`src/rtl/spi_cmd_pkg.sv`:
```
// spi_cmd_pkg: definitions shared by the SPI command transmitter and the
// oscillator command decoder on the receiving side.
//   - spi_state_e  : transmitter FSM states
//   - CMD_WIDTH_DEF / DATA_WIDTH_DEF : default packet field widths
//   - OP_*         : command opcodes understood by the command decoder
package spi_cmd_pkg;

  localparam int CMD_WIDTH_DEF  = 8;
  localparam int DATA_WIDTH_DEF = 16;

  typedef enum logic [2:0] {
    IDLE  = 3'd0,
    SETUP = 3'd1,
    HIGH  = 3'd2,
    LOW   = 3'd3,
    HOLD  = 3'd4,
    GAP   = 3'd5
  } spi_state_e;

  localparam logic [CMD_WIDTH_DEF-1:0] OP_NOP         = 8'h00;
  localparam logic [CMD_WIDTH_DEF-1:0] OP_OSC0_TUNE   = 8'h01;
  localparam logic [CMD_WIDTH_DEF-1:0] OP_OSC1_TUNE   = 8'h02;
  localparam logic [CMD_WIDTH_DEF-1:0] OP_OSC0_PHASE  = 8'h03;
  localparam logic [CMD_WIDTH_DEF-1:0] OP_OSC1_PHASE  = 8'h04;
  localparam logic [CMD_WIDTH_DEF-1:0] OP_OUT_ENABLE  = 8'h10;

endpackage

```
`src/rtl/spi_tick_gen.sv`:
```
// spi_tick_gen: free-running divider that pulses tick once every CLK_DIV
// clk cycles. restart forces the count back to zero so that the next tick
// arrives exactly CLK_DIV cycles after the restart edge.
//   clk, rst_n : clock, asynchronous active-low reset
//   restart    : synchronous restart of the count
//   tick       : high during the last cycle of each CLK_DIV period
module spi_tick_gen #(
  parameter int CLK_DIV = 4
) (
  input  logic clk,
  input  logic rst_n,
  input  logic restart,
  output logic tick
);

  localparam int CW = (CLK_DIV > 1) ? $clog2(CLK_DIV) : 1;
  localparam logic [CW-1:0] LAST = CW'(CLK_DIV - 1);

  logic [CW-1:0] count_q, count_d;

  assign tick = (count_q == LAST);

  always_comb begin
    count_d = count_q + CW'(1);
    if (restart || tick) begin
      count_d = '0;
    end
  end

  always_ff @(posedge clk or negedge rst_n) begin
    if (!rst_n) begin
      count_q <= '0;
    end else begin
      count_q <= count_d;
    end
  end

endmodule

```
`src/rtl/spi_cmd_tx.sv`:
```
// spi_cmd_tx: serializes {cmd_word, data_word} as one MSB-first SPI mode-0
// packet on sclk/mosi/csb, with a one-entry pending buffer so the next
// packet can be queued while the current one is on the wire.
//   clk, rst_n          : clock, asynchronous active-low reset
//   cmd_word, data_word : packet fields (command goes out first)
//   valid / ready       : accept handshake; ready = pending buffer empty
//   sclk, mosi, csb     : SPI bus, all driven straight from flops
//   busy                : transfer in progress or packet pending
//   done                : one-cycle pulse as csb returns high
module spi_cmd_tx
  import spi_cmd_pkg::*;
#(
  parameter int CMD_WIDTH    = CMD_WIDTH_DEF,
  parameter int DATA_WIDTH   = DATA_WIDTH_DEF,
  parameter int PACKET_WIDTH = CMD_WIDTH + DATA_WIDTH,
  parameter int CLK_DIV      = 4,
  parameter int CS_GAP       = 2
) (
  input  logic                  clk,
  input  logic                  rst_n,
  input  logic [CMD_WIDTH-1:0]  cmd_word,
  input  logic [DATA_WIDTH-1:0] data_word,
  input  logic                  valid,
  output logic                  ready,
  output logic                  sclk,
  output logic                  mosi,
  output logic                  csb,
  output logic                  busy,
  output logic                  done
);

  localparam int BCW = $clog2(PACKET_WIDTH);
  localparam int GW  = $clog2(CS_GAP + 1);
  localparam logic [BCW-1:0] BIT_TOP  = BCW'(PACKET_WIDTH - 1);
  localparam logic [GW-1:0]  GAP_LAST = GW'(CS_GAP - 1);

  spi_state_e              state_q, state_d;
  logic                    pend_full_q, pend_full_d;
  logic [PACKET_WIDTH-1:0] pend_q, pend_d;
  logic [PACKET_WIDTH-1:0] shreg_q, shreg_d;
  logic [BCW-1:0]          bit_cnt_q, bit_cnt_d;
  logic [GW-1:0]           gap_cnt_q, gap_cnt_d;
  logic                    sclk_q, sclk_d;
  logic                    mosi_q, mosi_d;
  logic                    csb_q, csb_d;
  logic                    done_q, done_d;
  logic                    restart, tick, load;

  spi_tick_gen #(
    .CLK_DIV (CLK_DIV)
  ) u_tick (
    .clk     (clk),
    .rst_n   (rst_n),
    .restart (restart),
    .tick    (tick)
  );

  // ready and busy decode only flops, so valid never reaches ready.
  assign ready = !pend_full_q;
  assign busy  = (state_q != IDLE) || pend_full_q;
  assign sclk  = sclk_q;
  assign mosi  = mosi_q;
  assign csb   = csb_q;
  assign done  = done_q;

  always_comb begin
    state_d     = state_q;
    pend_full_d = pend_full_q;
    pend_d      = pend_q;
    shreg_d     = shreg_q;
    bit_cnt_d   = bit_cnt_q;
    gap_cnt_d   = gap_cnt_q;
    sclk_d      = sclk_q;
    mosi_d      = mosi_q;
    csb_d       = csb_q;
    done_d      = 1'b0;
    restart     = 1'b0;
    load        = 1'b0;

    // Accept and load are mutually exclusive: accept needs an empty buffer,
    // load needs a full one.
    if (valid && !pend_full_q) begin
      pend_d      = {cmd_word, data_word};
      pend_full_d = 1'b1;
    end

    // Output flops take the value of the state being entered, so every bus
    // pin changes on the same edge as the state register.
    case (state_q)
      IDLE: begin
        if (pend_full_q) begin
          load = 1'b1;
        end
      end
      SETUP: begin
        if (tick) begin
          state_d = HIGH;
          sclk_d  = 1'b1;
          restart = 1'b1;
        end
      end
      HIGH: begin
        if (tick) begin
          restart = 1'b1;
          sclk_d  = 1'b0;
          if (bit_cnt_q == '0) begin
            state_d = HOLD;
            mosi_d  = 1'b0;
          end else begin
            state_d   = LOW;
            shreg_d   = {shreg_q[PACKET_WIDTH-2:0], 1'b0};
            mosi_d    = shreg_q[PACKET_WIDTH-2];
            bit_cnt_d = bit_cnt_q - BCW'(1);
          end
        end
      end
      LOW: begin
        if (tick) begin
          state_d = HIGH;
          sclk_d  = 1'b1;
          restart = 1'b1;
        end
      end
      HOLD: begin
        if (tick) begin
          state_d   = GAP;
          csb_d     = 1'b1;
          done_d    = 1'b1;
          gap_cnt_d = '0;
          restart   = 1'b1;
        end
      end
      GAP: begin
        // The divider wraps on its own tick, so intermediate gap
        // half-periods need no restart.
        if (tick) begin
          if (gap_cnt_q == GAP_LAST) begin
            if (pend_full_q) begin
              load = 1'b1;
            end else begin
              state_d = IDLE;
            end
          end else begin
            gap_cnt_d = gap_cnt_q + GW'(1);
          end
        end
      end
      default: begin
        state_d = IDLE;
        csb_d   = 1'b1;
        sclk_d  = 1'b0;
        mosi_d  = 1'b0;
      end
    endcase

    // Move the pending packet onto the wire; the buffer frees this cycle.
    if (load) begin
      state_d     = SETUP;
      shreg_d     = pend_q;
      pend_full_d = 1'b0;
      bit_cnt_d   = BIT_TOP;
      csb_d       = 1'b0;
      sclk_d      = 1'b0;
      mosi_d      = pend_q[PACKET_WIDTH-1];
      restart     = 1'b1;
    end
  end

  always_ff @(posedge clk or negedge rst_n) begin
    if (!rst_n) begin
      state_q     <= IDLE;
      pend_full_q <= 1'b0;
      bit_cnt_q   <= '0;
      gap_cnt_q   <= '0;
      sclk_q      <= 1'b0;
      mosi_q      <= 1'b0;
      csb_q       <= 1'b1;
      done_q      <= 1'b0;
    end else begin
      state_q     <= state_d;
      pend_full_q <= pend_full_d;
      bit_cnt_q   <= bit_cnt_d;
      gap_cnt_q   <= gap_cnt_d;
      sclk_q      <= sclk_d;
      mosi_q      <= mosi_d;
      csb_q       <= csb_d;
      done_q      <= done_d;
    end
  end

  // Packet payload flops carry no reset: their contents only matter once
  // pend_full_q or the FSM state says they are valid.
  always_ff @(posedge clk) begin
    pend_q  <= pend_d;
    shreg_q <= shreg_d;
  end

endmodule

```
`config.mk`:
```
export PLATFORM = sky130hd
export DESIGN_NAME = spi_cmd_tx
export DESIGN_NICKNAME = d
export VERILOG_FILES = /design/src/rtl/spi_cmd_pkg.sv /design/src/rtl/spi_tick_gen.sv /design/src/rtl/spi_cmd_tx.sv
export SDC_FILE = /design/constraint.sdc
export NUM_CORES = 1
export LEC_CHECK = 0
export BUFFER_PORTS_ARGS = -buffer_cell sky130_fd_sc_hd__buf_2
export CAP_MARGIN = 20
export CORE_ASPECT_RATIO = 0.7
export CORE_UTILIZATION = 40
export DETAILED_ROUTE_END_ITERATION = 8
export PLACE_DENSITY = 0.64
export SYNTH_ARGS = -nofsm -noshare
export SYNTH_HDL_FRONTEND = slang
export SYNTH_SLANG_ARGS = --single-unit
```
`constraint.sdc`:
```
create_clock -name clk -period 2.4 [get_ports clk]
set_clock_uncertainty 0.15 [all_clocks]
set_input_delay 0.6 -clock clk [delete_from_list [all_inputs] [get_ports clk]]
set_output_delay 0.6 -clock clk [all_outputs]
set_load 0.005 [all_outputs]
```
# ---- After elaboration in Yosys (flattened, before gate mapping)
# Index checks and enable logic that the tools add are counted.
# Widths: inputs -> output; s select.
dict set report word_totals {
  wordCells 99
  out_inout_bits 6
  ff_bits 64
}
dict set report op_classes {
  reduce_logical 22
  n_mux 42
  n_eq_ne 21
  n_addsub 3
}
# operator n
set op_table {}
lappend op_table {{$mux 23} 4}
lappend op_table {{$mux 3} 8}
lappend op_table {{$mux 5} 4}
lappend op_table {{$mux 1} 16}
lappend op_table {{$pmux 3 s5} 1}
lappend op_table {{$ne 2x1->1 const B} 5}
lappend op_table {{$reduce_or 5->1} 2}
lappend op_table {{$ne 3x2->1 const B} 3}
lappend op_table {{$mux 2} 4}
lappend op_table {{$reduce_bool 2->1} 4}
lappend op_table {{$reduce_and 7->1} 1}
lappend op_table {{$eq 3x2->1 const B} 2}
lappend op_table {{$eq 3x3->1 const B} 2}
lappend op_table {{$ne 2x2->1 const B} 3}
lappend op_table {{$ne 3x3->1 const B} 2}
lappend op_table {{$pmux 1 s2} 3}
lappend op_table {{$reduce_and 3->1} 2}
lappend op_table {{$logic_not 5->1} 1}
lappend op_table {{$sub 5x1->5 const B} 1}
lappend op_table {{$add 2x1->2 const B} 2}
lappend op_table {{$pmux 2 s2} 1}
lappend op_table {{$reduce_and 2->1} 2}
lappend op_table {{$reduce_and 4->1} 1}
lappend op_table {{$reduce_or 4->1} 1}
lappend op_table {{other kinds (12)} 13}

# ---- Longest topological paths before layout
dict set report logic_depth {
  word_depth 7
  ltp_mapped 8
  ltp_nobuf 6
}

# ---- Modules after synthesis
# A second synthesis with hierarchy kept.
dict set report unflattened {
  cells_unflattened 225
  hier_area_um2 2690.1
}
# module instances area_each_um2 cells_per_inst seq_area_each_um2
set by_module_without_submodules {}
lappend by_module_without_submodules {spi_cmd_tx 1 2605.0 220 1788.0}
lappend by_module_without_submodules {spi_tick_gen 1 85.1 5 50.0}

# ---- Worst setup path after synthesis
# OpenSTA, ideal clock, no wires.
dict set report synth_timing {
  path_kind {register to register}
  start {register state_q[0]}
  end {register shreg_q[0] (enable)}
  arrival_time_ns 1.763
  period_less_slack_ns 2.293
  setup_time_ns 0.380
  slack_ns 0.107
  t_required_ns 1.870
  stages_incl_launch_ff 5
  path_buffers 1
  path_cell_list {dfrtp_1 > buf_6 > or2_4 > or3_4 > or2b_1}
}
dict set report synth_via {
  elab_chain_len 4
  word_cells_on_any_way 8
  cone_classes {eq/ne (3); mux (1); reduce/logical (4)}
}
# item line
set synth_rtl {}
lappend synth_rtl {{from (decl)} spi_cmd_tx.sv:37} ;# spi_state_e state_q, state_d;
lappend synth_rtl {{from (signal assigned)} spi_cmd_tx.sv:180} ;# state_q <= state_d;
lappend synth_rtl {{$eq 3x3->1 or $logic_not 3->1 (tied branches)} spi_cmd_tx.sv:89} ;# case (state_q)
lappend synth_rtl {{$pmux 1 s2} spi_cmd_tx.sv:89}
lappend synth_rtl {{$ne 2x2->1 (no source line) or $reduce_bool 2->1 (tied branches)} -}
lappend synth_rtl {{$reduce_and 3->1 (no source line) (*)} -}
lappend synth_rtl {{to (signal assigned)} spi_cmd_tx.sv:195} ;# shreg_q <= shreg_d;
lappend synth_rtl {{to (decl)} spi_cmd_tx.sv:40} ;# logic [PACKET_WIDTH-1:0] shreg_q, shreg_d;
# Every way passes the cells marked *; elsewhere a longest branch is shown, timed or not.
# A chain may end at the register's enable or synchronous reset.

# ---- Final worst setup path
dict set report layout_timing {
  start {register state_q[0]}
  end {output busy}
}
dict set report layout_via {
  elab_chain_len 2
}
# item line
set layout_rtl {}
lappend layout_rtl {{$reduce_bool 3->1} spi_cmd_tx.sv:60} ;# assign busy = (state_q != IDLE) || pend_full_q;
lappend layout_rtl {{$logic_or 1x1->1} spi_cmd_tx.sv:60}
lappend layout_rtl {{to (decl)} spi_cmd_tx.sv:28} ;# output logic busy,
# No other way between the ends.

==> impl_metrics.json <==
{
  "outcome": "finished clean",
  "report.final.hold_viol_count": 0,
  "post-cts-setup-buffers": 0,
  "post_route_ant_nets": 0,
  "cp.required_ns": 1.65,
  "worst_slew_margin_rel": 0.701,
  "drv_cap": 0,
  "r2r_start": "state_q[0]",
  "fmax_ghz": 0.428,
  "numCtsBuffers": 9,
  "first_iter_violations": 101,
  "setup-violations-final": 0,
  "initial_core_utilization": 0.420,
  "first_global_vias": 1381,
  "avgRoutedWirePerCell_um": 13.1,
  "placement_rows": 24,
  "critical_path.startpoint": "state_q[0]",
  "detailroute.via_count": 1458,
  "drtPass1Iterations": 4,
  "synth_edf_count": 47,
  "synth-seq-area-share": 0.690,
  "cts.path.max_buffers": 2,
  "place_congestion": 0.781,
  "grt_util_all_layers": 0.131,
  "route.detailed.vias_per_inst": 4.64,
  "period_minus_slack_ns": 2.33,
  "crit_fanout": 10,
  "core-area_um2": 6340,
  "post_detailed_route_drc_marker_count": 0,
  "worstMarginPinSlew_ns": 0.447,
  "synth.largest_area_cell": "sky130_fd_sc_hd__edfxtp_1",
  "place.detailed.hpwl_um": 2810,
  "die_area_um2": 6990,
  "synth.most_common_cell": "sky130_fd_sc_hd__edfxtp_1",
  "cts_tree": "done",
  "timing.final.max_slew_violations": 0,
  "num-nets-final": 249,
  "cp.arrival_ns": 1.58,
  "clock_insertion_delay_worst_skew_ns": 0.33,
  "htree_num_levels": 3,
  "drive_above_1_share": 0.408,
  "gr-total-overflow": 0,
  "postSynth.topFlopCell": "sky130_fd_sc_hd__edfxtp_1",
  "worstHoldPathType": "in -> async",
  "cts_num_sinks": 64,
  "pwrdens_nw_per_um2": 1080,
  "die_width_um": 99.5,
  "path_class": "reg -> out",
  "power.ir.vdd_worst_mv": 0.414,
  "grt_setup_unrepaired": "false",
  "critical_path_capture_point_type": "primary output",
  "io_buffers": 32,
  "worst_setup_path_start_kind": "flip-flop",
  "synth_fp_nets": 202,
  "finalInstanceArea_um2": 3170,
  "clock_tree.root_cell": "sky130_fd_sc_hd__clkbuf_8",
  "synth_cells": 171,
  "core_occupancy_in_the_finished_layout": 0.500,
  "antenna_found_initial": 0,
  "final_min_period_over_clock_period": 0.973,
  "synth.top_cells.by_count": "47 x sky130_fd_sc_hd__edfxtp_1, 22 x sky130_fd_sc_hd__mux2_2, 16 x sky130_fd_sc_hd__dfrtp_1, 10 x sky130_fd_sc_hd__nor2_1, 8 x sky130_fd_sc_hd__inv_1",
  "placed_area_um2": 3000,
  "areaGrowthSynthToFinish_pct": 18.8,
  "netlist-cell-type-count": 43,
  "ys_async_sr_fraction": 0.266,
  "synth_largest_type_area_fraction": 0.530,
  "synth-warning-count": 0,
  "number_of_antenna_repair_diodes": 0,
  "synthesis.area_per_instance_um2": 15.6,
  "synth.top_cells.by_area": "sky130_fd_sc_hd__edfxtp_1 53%, sky130_fd_sc_hd__dfrtp_1 15%, sky130_fd_sc_hd__mux2_2 9.3%",
  "die_h_um": 70.3,
  "cellLeakagePower_uw": 0.00120,
  "route.final.wire_length_um": 4110,
  "grt_first_pass_wirelength_um": 6710,
  "clkSlewWorstSetupHoldPaths_ns": 0.07,
  "yosys_register_bits": 64,
  "mappedNetlistArea_um2": 2660,
  "ios": 33,
  "grt_max_degree": 24,
  "setup_tns_ns": 0
}
[sequential cells by signal, indices dropped and copies added (netlist names)]
name / count
bit_cnt_q: 5
csb: 1
done: 1
gap_cnt_q: 2
mosi: 1
pend_full_q: 1
pend_q: 24
sclk: 1
shreg_q: 23
state_q: 3
u_tick.count_q: 2
[worst paths after layout]
path / cells after the start / to / slack (ns)
max in group asynchronous: 1 / csb / 1.75
hold reg to reg: 1 / u_tick.count_q[0] / 0.29
min in group clk: 1 / pend_q[13] / 0.29
hold / removal: 1 / bit_cnt_q[3] / 0.04
setup / recovery: 3 / busy / 0.07
setup reg to reg: 4 / shreg_q[18] / 0.34
[metrics by stage]
step	setup slack, ns	std cells	hold WS, ns	total power, uW
after detailed placement	0.310	298	0.284	2690
after floorplan	0.107	171	0.154	2410
final	0.0657	314	0.0369	3430
after global placement	0.328	298	0.287	2670
after global routing	0.00100	314	0.0475	3640
after CTS	0.0143	314	0.0316	3470
[layer usage]
metal	vias to the layer above	global-route usage	routed length [um]
met2	31	0.179	1820
met1	694	0.182	2020
met4	0	0.0441	27
li1	731	-	-
met3	2	0.0621	239
met5	-	0	0
[final cells by class]
cell class	count	area (um^2)
timing repair buffer	44	275
clock inverter	6	36.3
inverter	8	30.0
multi-input combinational	91	743
tap	91	114
clock buffer	10	128
fill	550	3170
sequential	64	1840
[power by group]
part	switching [uW]	internal [uW]	total [uW]
Clock	387	368	755
Combinational	459	490	948
Sequential	144	1580	1720
[logic make-up (layout without fill, tap and decap cells)]
kind of cell,after synthesis,count (layout),share of synthesized area
compound gates,23,23,0.0601
xor+xnor,2,2,0.00658
fa+ha+maj,4,4,0.0188
buf+inv,16,68,0.0348
flops,64,64,0.690
mux,23,23,0.0968
simple gates,39,39,0.0930
[what timing repair did]
item,in CTS,in global routing
endpoints found under the hold margin,0,0
hold buffers,0,0
setup endpoints to repair,0,1
resized for setup,0,1
[worst max-delay path, cell delays in order (launching register included)]
cell and delay (ns):
sky130_fd_sc_hd__dfrtp_2 0.47, sky130_fd_sc_hd__or2_4 0.32, sky130_fd_sc_hd__or3_4 0.34, sky130_fd_sc_hd__buf_2 0.13
[placed cells by master (no fill, tap or decap), drive strengths merged, types with 2 or more instances in the layout]
| cell type | count |
|---|---|
| edfxtp | 47 |
| buf | 44 |
| mux2 | 22 |
| dfrtp | 16 |
| nor2 | 10 |
| clkbuf | 10 |
| inv | 8 |
| nand2 | 6 |
| clkinv | 6 |
| a21oi | 5 |
| o21ai | 4 |
| ha | 4 |
| or3 | 4 |
| nand2b | 3 |
| nor2b | 3 |
| nor3b | 2 |
| and2 | 2 |
| xnor2 | 2 |
| a211oi | 2 |
| a31oi | 2 |
| or2 | 2 |
| nor3 | 2 |
Note: power is estimated with default switching activity, not from simulation.
